--- src/rtl/psad_accum_ctrl.sv ---
// psad_accum_ctrl
//   Sequences the lane-wise PSAD adder over one block. The block starts by clearing
//   the partial-SAD accumulator. It then accepts ROWS_PER_BLOCK addend batches through
//   a ready/valid input and feeds each batch, together with the accumulator, to an
//   external combinational adder. When the block is complete, the finished PSAD vector
//   is held on psad_out until downstream takes it.
//
// Ports
//   clk, rst_n      clock (rising edge), asynchronous active-low reset
//   start           begin a new block (accepted in IDLE, or in HOLD together with out_ready)
//   abort           synchronous abort back to IDLE (highest priority)
//   in_valid        addend batch valid
//   in_ready        batch accepted this cycle when in_valid is also high (high in ACCUM)
//   in_addend       addend batch, lane i at [i*ADDEND_BIT_DEPTH +: ADDEND_BIT_DEPTH]
//   psad_ad_input   to adder: current accumulator
//   psad_ad_addend  to adder: in_addend passed straight through
//   psad_ad_output  from adder: lane-wise sum, same cycle
//   out_valid       psad_out holds a finished block (HOLD)
//   out_ready       downstream takes psad_out
//   psad_out        finished PSAD vector
//   busy            controller is not idle
module psad_accum_ctrl #(
  parameter int PIXELS_IN_BATCH  = 16,
  parameter int PSAD_BIT_DEPTH   = 14,
  parameter int ADDEND_BIT_DEPTH = 11,
  parameter int ROWS_PER_BLOCK   = 16
) (
  input  logic                                     clk,
  input  logic                                     rst_n,
  input  logic                                     start,
  input  logic                                     abort,
  input  logic                                     in_valid,
  output logic                                     in_ready,
  input  logic [PIXELS_IN_BATCH*ADDEND_BIT_DEPTH-1:0] in_addend,
  output logic [PIXELS_IN_BATCH*PSAD_BIT_DEPTH-1:0]   psad_ad_input,
  output logic [PIXELS_IN_BATCH*ADDEND_BIT_DEPTH-1:0] psad_ad_addend,
  input  logic [PIXELS_IN_BATCH*PSAD_BIT_DEPTH-1:0]   psad_ad_output,
  output logic                                     out_valid,
  input  logic                                     out_ready,
  output logic [PIXELS_IN_BATCH*PSAD_BIT_DEPTH-1:0]   psad_out,
  output logic                                     busy
);

  localparam int LW    = PIXELS_IN_BATCH * PSAD_BIT_DEPTH;
  localparam int CNT_W = $clog2(ROWS_PER_BLOCK + 1);
  localparam logic [CNT_W-1:0] LAST_ROW = CNT_W'(ROWS_PER_BLOCK - 1);

  typedef enum logic [1:0] {
    IDLE  = 2'd0,
    ACCUM = 2'd1,
    HOLD  = 2'd2
  } state_t;

  state_t           state, state_nxt;
  logic [LW-1:0]    acc, acc_nxt;
  logic [LW-1:0]    psad_out_nxt;
  logic [CNT_W-1:0] row_cnt, row_cnt_nxt;
  logic             accept;

  assign in_ready       = (state == ACCUM);
  assign out_valid      = (state == HOLD);
  assign busy           = (state != IDLE);
  assign psad_ad_input  = acc;
  assign psad_ad_addend = in_addend;
  assign accept         = in_valid && in_ready;

  always_comb begin
    state_nxt    = state;
    acc_nxt      = acc;
    row_cnt_nxt  = row_cnt;
    psad_out_nxt = psad_out;
    if (abort) begin
      state_nxt   = IDLE;
      acc_nxt     = '0;
      row_cnt_nxt = '0;
    end else begin
      case (state)
        IDLE: begin
          if (start) begin
            state_nxt   = ACCUM;
            acc_nxt     = '0;
            row_cnt_nxt = '0;
          end
        end
        ACCUM: begin
          if (accept) begin
            acc_nxt = psad_ad_output;
            if (row_cnt == LAST_ROW) begin
              // The last sum goes straight to psad_out, so it includes the final batch
              // without waiting an extra cycle.
              state_nxt    = HOLD;
              psad_out_nxt = psad_ad_output;
              row_cnt_nxt  = '0;
            end else begin
              row_cnt_nxt = row_cnt + CNT_W'(1);
            end
          end
        end
        HOLD: begin
          if (out_ready) begin
            if (start) begin
              // Back-to-back block: no IDLE bubble between blocks.
              state_nxt   = ACCUM;
              acc_nxt     = '0;
              row_cnt_nxt = '0;
            end else begin
              state_nxt = IDLE;
            end
          end
        end
        default: begin
          state_nxt   = IDLE;
          acc_nxt     = '0;
          row_cnt_nxt = '0;
        end
      endcase
    end
  end

  always_ff @(posedge clk or negedge rst_n) begin
    if (!rst_n) begin
      state    <= IDLE;
      acc      <= '0;
      row_cnt  <= '0;
      psad_out <= '0;
    end else begin
      state    <= state_nxt;
      acc      <= acc_nxt;
      row_cnt  <= row_cnt_nxt;
      psad_out <= psad_out_nxt;
    end
  end

endmodule

--- config.mk ---
export PLATFORM = sky130hd
export DESIGN_NAME = psad_accum_ctrl
export DESIGN_NICKNAME = d
export VERILOG_FILES = /design/src/rtl/psad_accum_ctrl.sv
export SDC_FILE = /design/constraint.sdc
export NUM_CORES = 1
export LEC_CHECK = 0
export ABC_AREA = 1
export BUFFER_PORTS_ARGS = -buffer_cell sky130_fd_sc_hd__buf_2
export CORE_AREA = 2 2 404 406
export DETAILED_ROUTE_END_ITERATION = 10
export DIE_AREA = 0 0 406 408
export GPL_TIMING_DRIVEN = 0
export PLACE_DENSITY = 0.3
export SLEW_MARGIN = 20
export SYNTH_ARGS = -nofsm -noshare
export SYNTH_HDL_FRONTEND = slang
export SYNTH_SLANG_ARGS = --single-unit
--- constraint.sdc ---
create_clock -name clk -period 1.9 [get_ports clk]
set_clock_uncertainty 0.1 [all_clocks]
set_input_delay 0.19 -clock clk [delete_from_list [all_inputs] [get_ports clk]]
set_output_delay 0.19 -clock clk [all_outputs]
set_load 0.02 [all_outputs]
==> Implementation_results.wiki <==
{| class="wikitable"
! Metric !! Value
|-
| Number of nets in the final layout || around 3.7k
|-
| Nets in the synthesized netlist || between 2k and 3k
|-
| Highest attainable clock frequency || roughly 520 MHz
|-
| Maximum clock insertion buffer count || 3
|-
| Average wire per standard cell || about 18 um
|-
| Yosys warns || 0
|-
| Pin count of the biggest net entering global routing || slightly above 80
|-
| Relative slew slack || 64.4%
|-
| Total power divided by cell area || between 800 and 900 mW/mm2
|-
| Number of filler cells placed in the layout || 18.2k
|-
| Fraction of layout instances using a drive strength above 1 || around two fifths
|-
| Setup repair after global routing missed its margin || yes
|-
| Root Buffer Master || clkbuf_16
|-
| Startpoint types || flop
|-
| Required time of the critical path || about 2.4 ns
|-
| Endpoint class of the critical path || flop
|-
| Number of placed I/O pins || between 1k and 1.5k
|-
| Post-DP HPWL || 73600 um
|-
| GRT Residual Overflow || 0
|-
| Total routing resource utilization after global routing || 11.3%
|-
| Per-cell via count in the routed design || about 3.2
|-
| Iteration-0 DRC count of the detailed router || around 810
|-
| Via count of the first global-routing pass || about 18k
|-
| Fin. max-slew vios || 0
|-
| Slew of the pin with the lowest slew margin || between 0.5 and 0.6 ns
|-
| Commonest cells after routing, fill and taps aside || nand2_1, buf_2, dfrtp_1
|-
| Number of DRC violations after detailed routing || 0
|-
| First-pass GRT wire length || around 140000 um
|-
| Clock transition time at the flip-flop clock pins of the worst setup and hold paths || ~0.060 ns
|-
| Final count of hold timing violations || approximately 200
|-
| Violations in the final reports || negative hold slack, negative setup slack
|-
| Gate count of the mapped netlist || roughly 2.1k
|-
| Share of the cycle needed by the critical path after routing || 101%
|-
| Routed wire length || about 99000 um
|-
| Routability cong. || approximately 0.76
|-
| Design Area, Final || roughly 0.032 mm2
|-
| Die Outline Area || between 0.15 and 0.2 mm2
|-
| Source-to-sink clock delay at the later pin of the worst-skew pair || 0.65 ns
|-
| Accumulated negative setup slack || -0.0608 ns
|-
| WS Path Type || reg2reg
|-
| Outcome || complete, but fails checks
|-
| Area after DPL || between 0.02 and 0.03 mm2
|-
| Syn_area_per_cell || 8.70 um2
|-
| Die H || 408 um
|-
| Number of clock sinks seen by CTS || approximately 460
|-
| Port Buffer Count || 856
|-
| Clock H-tree levels || 2
|-
| Peak fanout along the critical path || 7
|-
| Number of buffers added by the clock tree synthesis step || between 60 and 70
|-
| Setup ws final || -0.0178 ns
|-
| Max cap viols || 0
|-
| Standby leakage power || between 15 and 20 nW
|-
| Maximum vdd ir drop || around 0.63 mV
|-
| First-pass iteration count of the detailed router || 5
|-
| Number of setup violations in the final report || 6
|-
| Chip width || between 400 and 500 um
|-
| Distinct cell type count after synthesis || 18
|-
| Initial Utilization || a little under an eighth
|-
| TritonCTS clock tree || built
|-
| Crit path arrival time || between 2 and 2.5 ns
|-
| Post-route antenna net violation count || 0
|-
| Netlist area before placement || around 0.019 mm2
|-
| Worst min path class || in2async
|-
| FF+latch count, synth || between 400 and 500
|-
| Share of the yosys chip area belonging to registers || between 60 and 70%
|-
| Routed vias || about 18k
|-
| Hold Worst Slack || -0.782 ns
|-
| Final Critical Period || around 1.9 ns
|-
| Synthesis-to-finish area growth || 70.3%
|-
| Number of antenna violations at the first check in global routing || 6
|-
| Core ar. || 0.162 mm2
|-
| Count of standard-cell rows || 148
|-
| Most frequent standard cell in the layout excluding fill and tap cells || nand2_1
|}
[worst max-delay path, stage by stage (launching register included)]
cell and delay [ns]:
dfrtp_1 0.41, nor2_4 0.16, nand2_2 0.08, nor2_4 0.12, buf_12 0.13, buf_16 0.14, buf_12 0.13, buf_16 0.17
clkbuf_16 0.20, nand2_1 0.05, nand2_1 0.06
[what timing repair did]
action / 4_1_cts / 5_1_grt
buffers inserted: 16 / 10
gates resized for setup: 138 / 158
hold endpoints to repair: 707 / 192
cloned: 3 / 7
hold buffers: 230 / 3
pin swaps: 10 / 16
setup endpoints to repair: 454 / 392
[state kept, by name, summed over array words and instances, names as in the netlist]
signal         flops
psad_ad_input    224
state              2
row_cnt            5
psad_out         224
[power by group]
part | internal, mW | switching, mW | total [mW]
Sequential | 10.3 | 0.302 | 10.6
Combinational | 1.95 | 3.15 | 5.11
Clock | 7.24 | 4.81 | 12.1
Total | 19.5 | 8.27 | 27.7
[cell families after synthesis]
| logic type | Yosys count | synth area share [%] |
|---|---|---|
| adder cells (fa/ha/maj) | 1 | 0.0674 |
| flip-flops | 455 | 61.4 |
| buffers and inverters | 283 | 10.0 |
| AND/OR/NAND/NOR | 1391 | 28.4 |
| AO/OA/AOI/OAI | 3 | 0.0877 |
[per-layer routing]
metal / up-vias / part of all wire (%) / GRT usage (%)
met1: 8456 / 41 / 13.5
li1: 8651 / - / -
met5: - / 0 / 0
met2: 581 / 51 / 20.4
met4: 0 / 2.0 / 2.62
met3: 105 / 5.7 / 2.48
[cell usage after synthesis]
master / count / area share, %
nand4_2: 1 / 0.067
clkbuf_1: 15 / 0.30
buf_2: 68 / 1.8
or2_2: 1 / 0.034
inv_1: 7 / 0.14
nor2_4: 3 / 0.18
inv_2: 2 / 0.040
dfrtp_1: 455 / 61
nand3_1: 7 / 0.19
ha_1: 1 / 0.067
nand4_1: 2 / 0.067
o21ai_0: 2 / 0.054
nand2_2: 2 / 0.067
nand2_1: 1367 / 28
nor2_1: 7 / 0.14
nand3b_1: 1 / 0.040
buf_4: 191 / 7.7
a31oi_1: 1 / 0.034
[layout make-up]
cell class                 count  area [um2]  share of cell area (%)
antenna                        2        5.00                  0.0158
tap                         2175        2720                    8.61
timing repair buffer        1129        7360                    23.3
inverter                       9        41.3                   0.131
sequential                   455       11400                    36.0
clock inverter                17         224                   0.709
buffer                       272        2530                    8.02
clock buffer                  93        1830                    5.79
multi-input combinational   1396        5510                    17.4
[stage by stage]
stage	cells	util, %	total power, mW	worst slack, ns
floorplan	2133	-	12.8	0.292
global placement	5164	15.8	15.1	-10.95
detailed placement	5170	15.9	15.1	-1.19
CTS	5527	19.0	28.3	-0.0701
global route	5547	19.6	29.1	-0.0804
finish	5548	19.6	27.7	-0.0178
[final timing paths]
path                            slack (ns)            endpoint          startpoint  cells after the start
worst max-delay path                 -0.02  psad_ad_input[172]            state[1]                     10
worst min-delay path                 -0.78        psad_out[42]               rst_n                      1
worst max register to register       -0.02  psad_ad_input[172]            state[1]                     10
worst min register to register        0.36   psad_ad_input[33]   psad_ad_input[33]                      2
max in group asynchronous             0.58  psad_ad_input[125]               rst_n                      4
min in group clk                      0.19        psad_out[19]  psad_ad_output[19]                      4
Note: power is estimated with default switching activity, not from simulation.
